===== src/rtl/stopwatch_key_ctrl_if.sv =====
// rtl/stopwatch_key_ctrl_if.sv - key inputs and conditioned outputs of the stopwatch key front-end
interface stopwatch_key_ctrl_if;
  logic inClr;
  logic inPause;
  logic clr;
  logic clr_pulse;
  logic pause_pulse;
  logic pause;

  // Board/bench side: drives raw keys, observes conditioned outputs
  modport master (
    output inClr,
    output inPause,
    input  clr,
    input  clr_pulse,
    input  pause_pulse,
    input  pause
  );

  // Key conditioner side
  modport slave (
    input  inClr,
    input  inPause,
    output clr,
    output clr_pulse,
    output pause_pulse,
    output pause
  );
endinterface


===== src/rtl/stopwatch_key_ctrl.sv =====
// rtl/stopwatch_key_ctrl.sv - key sync, tick debounce, press-edge detect and RUN/STOP toggle
module stopwatch_key_ctrl #(
  parameter int TICK_DIV       = 500000,
  parameter int STABLE_TICKS   = 2,
  parameter int KEY_ACTIVE_LOW = 1
) (
  input  logic                 clk,
  input  logic                 rst,
  stopwatch_key_ctrl_if.slave  key_if
);

  localparam int              PW        = (TICK_DIV > 1) ? $clog2(TICK_DIV) : 1;
  localparam int              CW        = $clog2(STABLE_TICKS) + 1;
  localparam logic [PW-1:0]   TICK_LAST = PW'(TICK_DIV - 1);
  localparam logic [CW-1:0]   CNT_LAST  = CW'(STABLE_TICKS - 1);
  // Raw level of a released key; sync flops reset to it so reset never looks like a press
  localparam logic            KEY_IDLE  = (KEY_ACTIVE_LOW != 0);

  typedef enum logic {ST_STOP, ST_RUN} state_t;

  // Index 0 is the clear key, index 1 the pause key
  logic [PW-1:0] r_presc;
  logic          w_tick;
  logic [1:0]    w_raw;
  logic [1:0]    r_sync1;
  logic [1:0]    r_sync2;
  logic [1:0]    w_act;
  logic [1:0]    r_db;
  logic [CW-1:0] r_cnt [2];
  logic [1:0]    r_db_d;
  logic [1:0]    r_pulse;
  logic          r_clr;
  logic          r_pause;
  state_t        r_state;

  assign w_raw  = {key_if.inPause, key_if.inClr};
  assign w_tick = (r_presc == TICK_LAST);
  assign w_act  = KEY_IDLE ? ~r_sync2 : r_sync2;

  // Free-running prescaler producing one debounce sample tick per TICK_DIV clocks
  always_ff @(posedge clk) begin
    if (!rst) begin
      r_presc <= '0;
    end else if (w_tick) begin
      r_presc <= '0;
    end else begin
      r_presc <= r_presc + PW'(1);
    end
  end

  // Two-flop synchronisers for the asynchronous raw keys
  always_ff @(posedge clk) begin
    if (!rst) begin
      r_sync1 <= {2{KEY_IDLE}};
      r_sync2 <= {2{KEY_IDLE}};
    end else begin
      r_sync1 <= w_raw;
      r_sync2 <= r_sync1;
    end
  end

  // Debounce: accept a new level only after STABLE_TICKS consecutive differing ticks
  always_ff @(posedge clk) begin
    if (!rst) begin
      r_db  <= '0;
      r_cnt <= '{default: '0};
    end else if (w_tick) begin
      for (int k = 0; k < 2; k++) begin
        if (w_act[k] == r_db[k]) begin
          r_cnt[k] <= '0;
        end else if (r_cnt[k] == CNT_LAST) begin
          r_db[k]  <= w_act[k];
          r_cnt[k] <= '0;
        end else begin
          r_cnt[k] <= r_cnt[k] + CW'(1);
        end
      end
    end
  end

  // Registered press-edge detect and clear level, aligned to the same clock
  always_ff @(posedge clk) begin
    if (!rst) begin
      r_db_d  <= '0;
      r_pulse <= '0;
      r_clr   <= 1'b0;
    end else begin
      r_db_d  <= r_db;
      r_pulse <= r_db & ~r_db_d;
      r_clr   <= r_db[0];
    end
  end

  // RUN/STOP toggle; a clear press always stops, even against a same-cycle pause press
  always_ff @(posedge clk) begin
    if (!rst) begin
      r_state <= ST_STOP;
      r_pause <= 1'b1;
    end else if (r_pulse[0]) begin
      r_state <= ST_STOP;
      r_pause <= 1'b1;
    end else if (r_pulse[1]) begin
      case (r_state)
        ST_STOP: begin
          r_state <= ST_RUN;
          r_pause <= 1'b0;
        end
        default: begin
          r_state <= ST_STOP;
          r_pause <= 1'b1;
        end
      endcase
    end
  end

  assign key_if.clr         = r_clr;
  assign key_if.clr_pulse   = r_pulse[0];
  assign key_if.pause_pulse = r_pulse[1];
  assign key_if.pause       = r_pause;

endmodule


===== src/flat_wrapper.sv =====
// flat-port wrapper written by rule: the top's interface ports become plain ports
module stopwatch_key_ctrl_flat 
#(
  parameter int TICK_DIV       = 500000,
  parameter int STABLE_TICKS   = 2,
  parameter int KEY_ACTIVE_LOW = 1
)
  (clk, rst, key_if_inClr, key_if_inPause, key_if_clr, key_if_clr_pulse, key_if_pause_pulse, key_if_pause);
  stopwatch_key_ctrl_if key_if_i ();
  input  logic clk;
  input  logic rst;
  input wire logic [$bits(key_if_i.inClr)-1:0] key_if_inClr;
  input wire logic [$bits(key_if_i.inPause)-1:0] key_if_inPause;
  output wire logic [$bits(key_if_i.clr)-1:0] key_if_clr;
  output wire logic [$bits(key_if_i.clr_pulse)-1:0] key_if_clr_pulse;
  output wire logic [$bits(key_if_i.pause_pulse)-1:0] key_if_pause_pulse;
  output wire logic [$bits(key_if_i.pause)-1:0] key_if_pause;
  assign key_if_i.inClr = key_if_inClr;
  assign key_if_i.inPause = key_if_inPause;
  assign key_if_clr = key_if_i.clr;
  assign key_if_clr_pulse = key_if_i.clr_pulse;
  assign key_if_pause_pulse = key_if_i.pause_pulse;
  assign key_if_pause = key_if_i.pause;
  stopwatch_key_ctrl #(.TICK_DIV(TICK_DIV), .STABLE_TICKS(STABLE_TICKS), .KEY_ACTIVE_LOW(KEY_ACTIVE_LOW)) u_core (.clk(clk), .rst(rst), .key_if(key_if_i));
endmodule

===== config.mk =====
export PLATFORM = sky130hd
export DESIGN_NAME = stopwatch_key_ctrl_flat
export DESIGN_NICKNAME = d
export VERILOG_FILES = /design/src/rtl/stopwatch_key_ctrl_if.sv /design/src/rtl/stopwatch_key_ctrl.sv /design/src/flat_wrapper.sv
export SDC_FILE = /design/constraint.sdc
export NUM_CORES = 1
export LEC_CHECK = 0
export CORE_MARGIN = 5
export CORE_UTILIZATION = 45
export CTS_CLUSTER_SIZE = 24
export DETAILED_ROUTE_END_ITERATION = 10
export HOLD_SLACK_MARGIN = 0.12
export PLACE_DENSITY_LB_ADDON = 0.12
export SYNTH_ARGS = -nofsm -noshare
export SYNTH_HDL_FRONTEND = slang
export SYNTH_SLANG_ARGS = --single-unit
export TNS_END_PERCENT = 5

===== constraint.sdc =====
create_clock -name clk -period 3.31 [get_ports clk]
set_input_delay 0.8275 -clock clk [delete_from_list [all_inputs] [get_ports clk]]
set_output_delay 0.8275 -clock clk [all_outputs]
set_load 0.02 [all_outputs]

* Yosys cells after proc, flatten, opt, wreduce, memory -nomap -nowiden *
Index checks and enable logic that the tools add are counted.

cells by class
  $add $sub $neg = 3
  equal/unequal tests = 5
  mux-type cells = 6
  bitwise operators = 6
  reduce and logical (&&, ||, !) cells = 4

operator list
  operator                                              count
  adder 19 x 1 -> 19 bit (second input constant)        1
  equality test 19 bit (second input constant)          1
  two-way mux 2 bit                                     4
  AND reduction 3 bit                                   2
  adder 2 x 1 -> 2 bit (second input constant)          2
  equality test 2 x 1 -> 1 bit (second input constant)  2
  NOT 2 bit                                             2
  OR reduction 2 bit                                    2
  NOT 1 bit                                             3
  AND 2 bit                                             1
  equality test 1 bit                                   2
  two-way mux 1 bit                                     2

word-level totals
  register bits = 36
  input port bits = 4
  output and inout port bits = 4
  logic and storage cells = 36

* Logic depth before layout (Yosys ltp) *
  word-level depth = 4
  depth in mapped cells = 5
  gate-level depth less buffers = 5

* Worst setup path after synthesis *
Ideal clock, no wire load.

  path type = in2reg
  start = input port rst
  end = register u_core.r_presc[18]
  library setup time = 73 ps
  arrival time = 1623 ps
  data required time = 3237 ps
  path slack = 1614 ps
  stages on the path = 4
  buffers on the path = 2
  cell sequence = clkbuf_1 -> clkbuf_1 -> o21ai_0 -> nor3_2

between the ends
  longest elaborated chain between the ends = 2

RTL lines
  element                       RTL line                  RTL
  start: declaration            flat_wrapper.sv:11        input logic rst;
  NOT 1 bit (no line)           --
  OR reduction 2 bit (no line)  --
  end signal: assignment        stopwatch_key_ctrl.sv:47  r_presc <= r_presc + PW'(1);
  end: declaration              stopwatch_key_ctrl.sv:22  logic [PW-1:0] r_presc;

Every way passes these cells.
A chain may end at the register's enable or synchronous reset.

* Worst setup path after layout *
  start = register u_core.r_pulse[1]
  end = output port key_if_pause_pulse

RTL lines
  element                   RTL line                  RTL
  start: declaration        stopwatch_key_ctrl.sv:31  logic [1:0] r_pulse;
  start signal: assignment  stopwatch_key_ctrl.sv:89  r_pulse <= r_db & ~r_db_d;
  end: declaration          flat_wrapper.sv:16        output wire logic [$bits(key_if_i.pause_pulse)-1:0] key_if_pause_pulse;

No word-level cell between the ends.

==> flow_summary.json <==
{
  "drive_gt1_share_pct": 12.96,
  "worstPathArrival_ns": 1.34,
  "core.rowCount": 21,
  "critical_path.max_stage_delay_ns": 0.62,
  "post_drt_wl_per_cell_um": 12.58,
  "via_count": 1071,
  "core_mm2": 0.003337,
  "min_from": "u_core.r_db_d[1]",
  "worst_pin_slew_ns": 0.6774,
  "min_path_type": "flip-flop to flip-flop",
  "syn2layout_area_growth_pct": 9.846,
  "grt_overflow_total": 0,
  "first_global_vias": 984,
  "placed_area_mm2": 0.001649,
  "post_cts.repair.setup_buffers": 0,
  "clkTransAtPathRegs_ns": 0.10,
  "globalplace.congestion": 0.7670,
  "finalHoldViolCount": 0,
  "layout.nets": 166,
  "clock_skew_ns": 0.004941,
  "die_w_um": 68.70,
  "n_antenna_cell": 0,
  "max-cap-violations": 0,
  "cts_buffers": 5,
  "cts_hold_buf": 0,
  "grt_pass1_wl_mm": 4.450,
  "placed_cells": 200,
  "crit_path_top_delay_cell": "clkdlybuf4s50_1",
  "critPathLaunchType": "flip-flop",
  "fmax_mhz": 460.8,
  "max_slew_margin_pct": 54.70,
  "period_needed_ns": 2.170,
  "setup_violations": 0,
  "fin_ws_ns": 1.140,
  "cts_tree": "built",
  "grt_use_total_pct": 12.88,
  "path_delay_family": "buffers and inverters",
  "start_util_pct": 46.46,
  "rr_worst_depth": 5,
  "cp-end-kind": "primary output",
  "yosysWarnings": 0,
  "die_y_um": 68.70,
  "worstSetupStartpoint": "u_core.r_pulse[1]",
  "clk_latency_ns": 0.33,
  "die_area_mm2": 0.004719,
  "min_period_over_period_pct": 65.56,
  "ir_drop_mv": 0.2178,
  "crit_type": "flip-flop to primary output",
  "syn_nets": 157,
  "timing.rr.start": "u_core.r_presc[0]",
  "grt_max_degree": 22,
  "htree_levels": 2,
  "path_depth": 1,
  "pre_cts_ws_ns": 0.9560,
  "ys_seq_area_share_pct": 45.20,
  "synth-edff-count": 0,
  "critPathMaxFanout": 3,
  "yosys.cell_types.count": 40,
  "fin_cells": 208,
  "r2r_slack_ns": 1.56,
  "ctsLongestPathBuffers": 2,
  "worst-path-buf-inv": 1,
  "pin_count": 8,
  "power.total_mw": 0.6740,
  "setup_tns_ns": 0,
  "syn_area_per_cell_um2": 10.20,
  "fin_hold_ws_ns": 0.3939,
  "viasPerCell": 5.149,
  "dp_hpwl_mm": 1.858,
  "maxSlewViolCount": 0,
  "netlist_area_mm2": 0.001550,
  "final_cell_mix": "dfxtp_1 (35), nor2_1 (16), xor2_1 (12), nand3_1 (10)",
  "utilization_pct": 51.03,
  "async_flop_share_pct": 0,
  "r2r_end": "u_core.r_presc[18]",
  "antenna_found_initial": 0,
  "rsz0062_at_grt": "no",
  "portBuffers": 7,
  "mostFrequentLayoutCell": "dfxtp_1",
  "cts.repair.resized": 0,
  "worstSetupEndpoint": "key_if_pause_pulse",
  "synth_ff_type": "dfxtp_1",
  "ys_ff_latch": 35,
  "cts_root_buf": "clkbuf_4",
  "drt_iter0_markers": 29,
  "postLayoutCellArea_mm2": 0.001703,
  "worstPathRequired_ns": 2.48,
  "postRouteAntennaNets": 0,
  "dr.pass1.iters": 4,
  "power_density_mw_per_mm2": 395.8,
  "drc": 0,
  "status": "completed",
  "wl_mm": 2.616,
  "path_cells": "clkdlybuf4s50_1",
  "power.leakage_nw": 0.6238,
  "clock_sinks": 35,
  "netlist_instances": 152
}
## where the power goes
group          total, mW  internal, mW  switching (mW)
Combinational     0.0195       0.00885          0.0107
Clock              0.223        0.0819           0.141
Sequential         0.432         0.426         0.00562
## state kept, by name (all words and copies together), names as in the netlist
name                 cells
u_core.key_if.pause      1
u_core.r_cnt             4
u_core.r_db              2
u_core.r_db_d            2
u_core.r_presc          19
u_core.r_pulse           2
u_core.r_state           1
u_core.r_sync1           2
u_core.r_sync2           2
## Yosys cell counts (all sizes together) (2+ instances only)
master | n | area [um2]
xor2 | 12 | 105.1
and4 | 2 | 20.02
nand2 | 7 | 26.28
o31a | 2 | 17.52
and3 | 4 | 26.28
mux2i | 4 | 40.04
xnor2 | 4 | 35.03
clkbuf | 2 | 7.510
nor3b | 3 | 22.52
buf | 3 | 21.27
nand4 | 9 | 92.59
or3 | 2 | 12.51
nor2 | 17 | 71.32
nand3 | 10 | 50.05
o21ai | 4 | 31.28
dfxtp | 35 | 700.7
nand2b | 6 | 37.54
a21o | 3 | 22.52
and2 | 5 | 31.28
nor2b | 2 | 12.51
o311a | 2 | 22.52
a21oi | 2 | 10.01
nor4 | 4 | 52.55
## layout make-up
class,instances,area (um2)
clock buffers,6,41.29
inverters,1,3.754
repair buffers,7,70.07
well taps,46,57.56
fillers,343,1634
clock inverters,2,12.51
flip-flops and latches,35,700.7
multi-input cells,111,817.0
## worst min-delay path by stage
stage | end | cells past startpoint
final | u_core.r_pulse[1] | 1
after global routing | u_core.r_pulse[1] | 1
after detailed placement | u_core.r_pulse[1] | 1
after global placement | u_core.r_pulse[1] | 1
after CTS | u_core.r_pulse[1] | 1
after floorplan | u_core.r_pulse[1] | 1
## cells by family after synthesis
| kind of cell | share of synthesized area (%) |
|---|---|
| AOI/OAI and AO/OA | 7.668 |
| adders and majority gates | 0.8070 |
| xor gates and xnor gates | 9.039 |
| muxes | 2.583 |
| and+or+nand+nor | 32.61 |
| DFF | 45.20 |
| buffers and inverters | 2.098 |
## routing by layer
layer,global-route usage (%),routed length (um),up-vias
li1,-,-,555
met2,19.19,1174,14
met1,16.43,1301,497
met5,0,0,-
met4,7.299,51,0
met3,3.890,90,5
(Power assumes the default switching activity.)
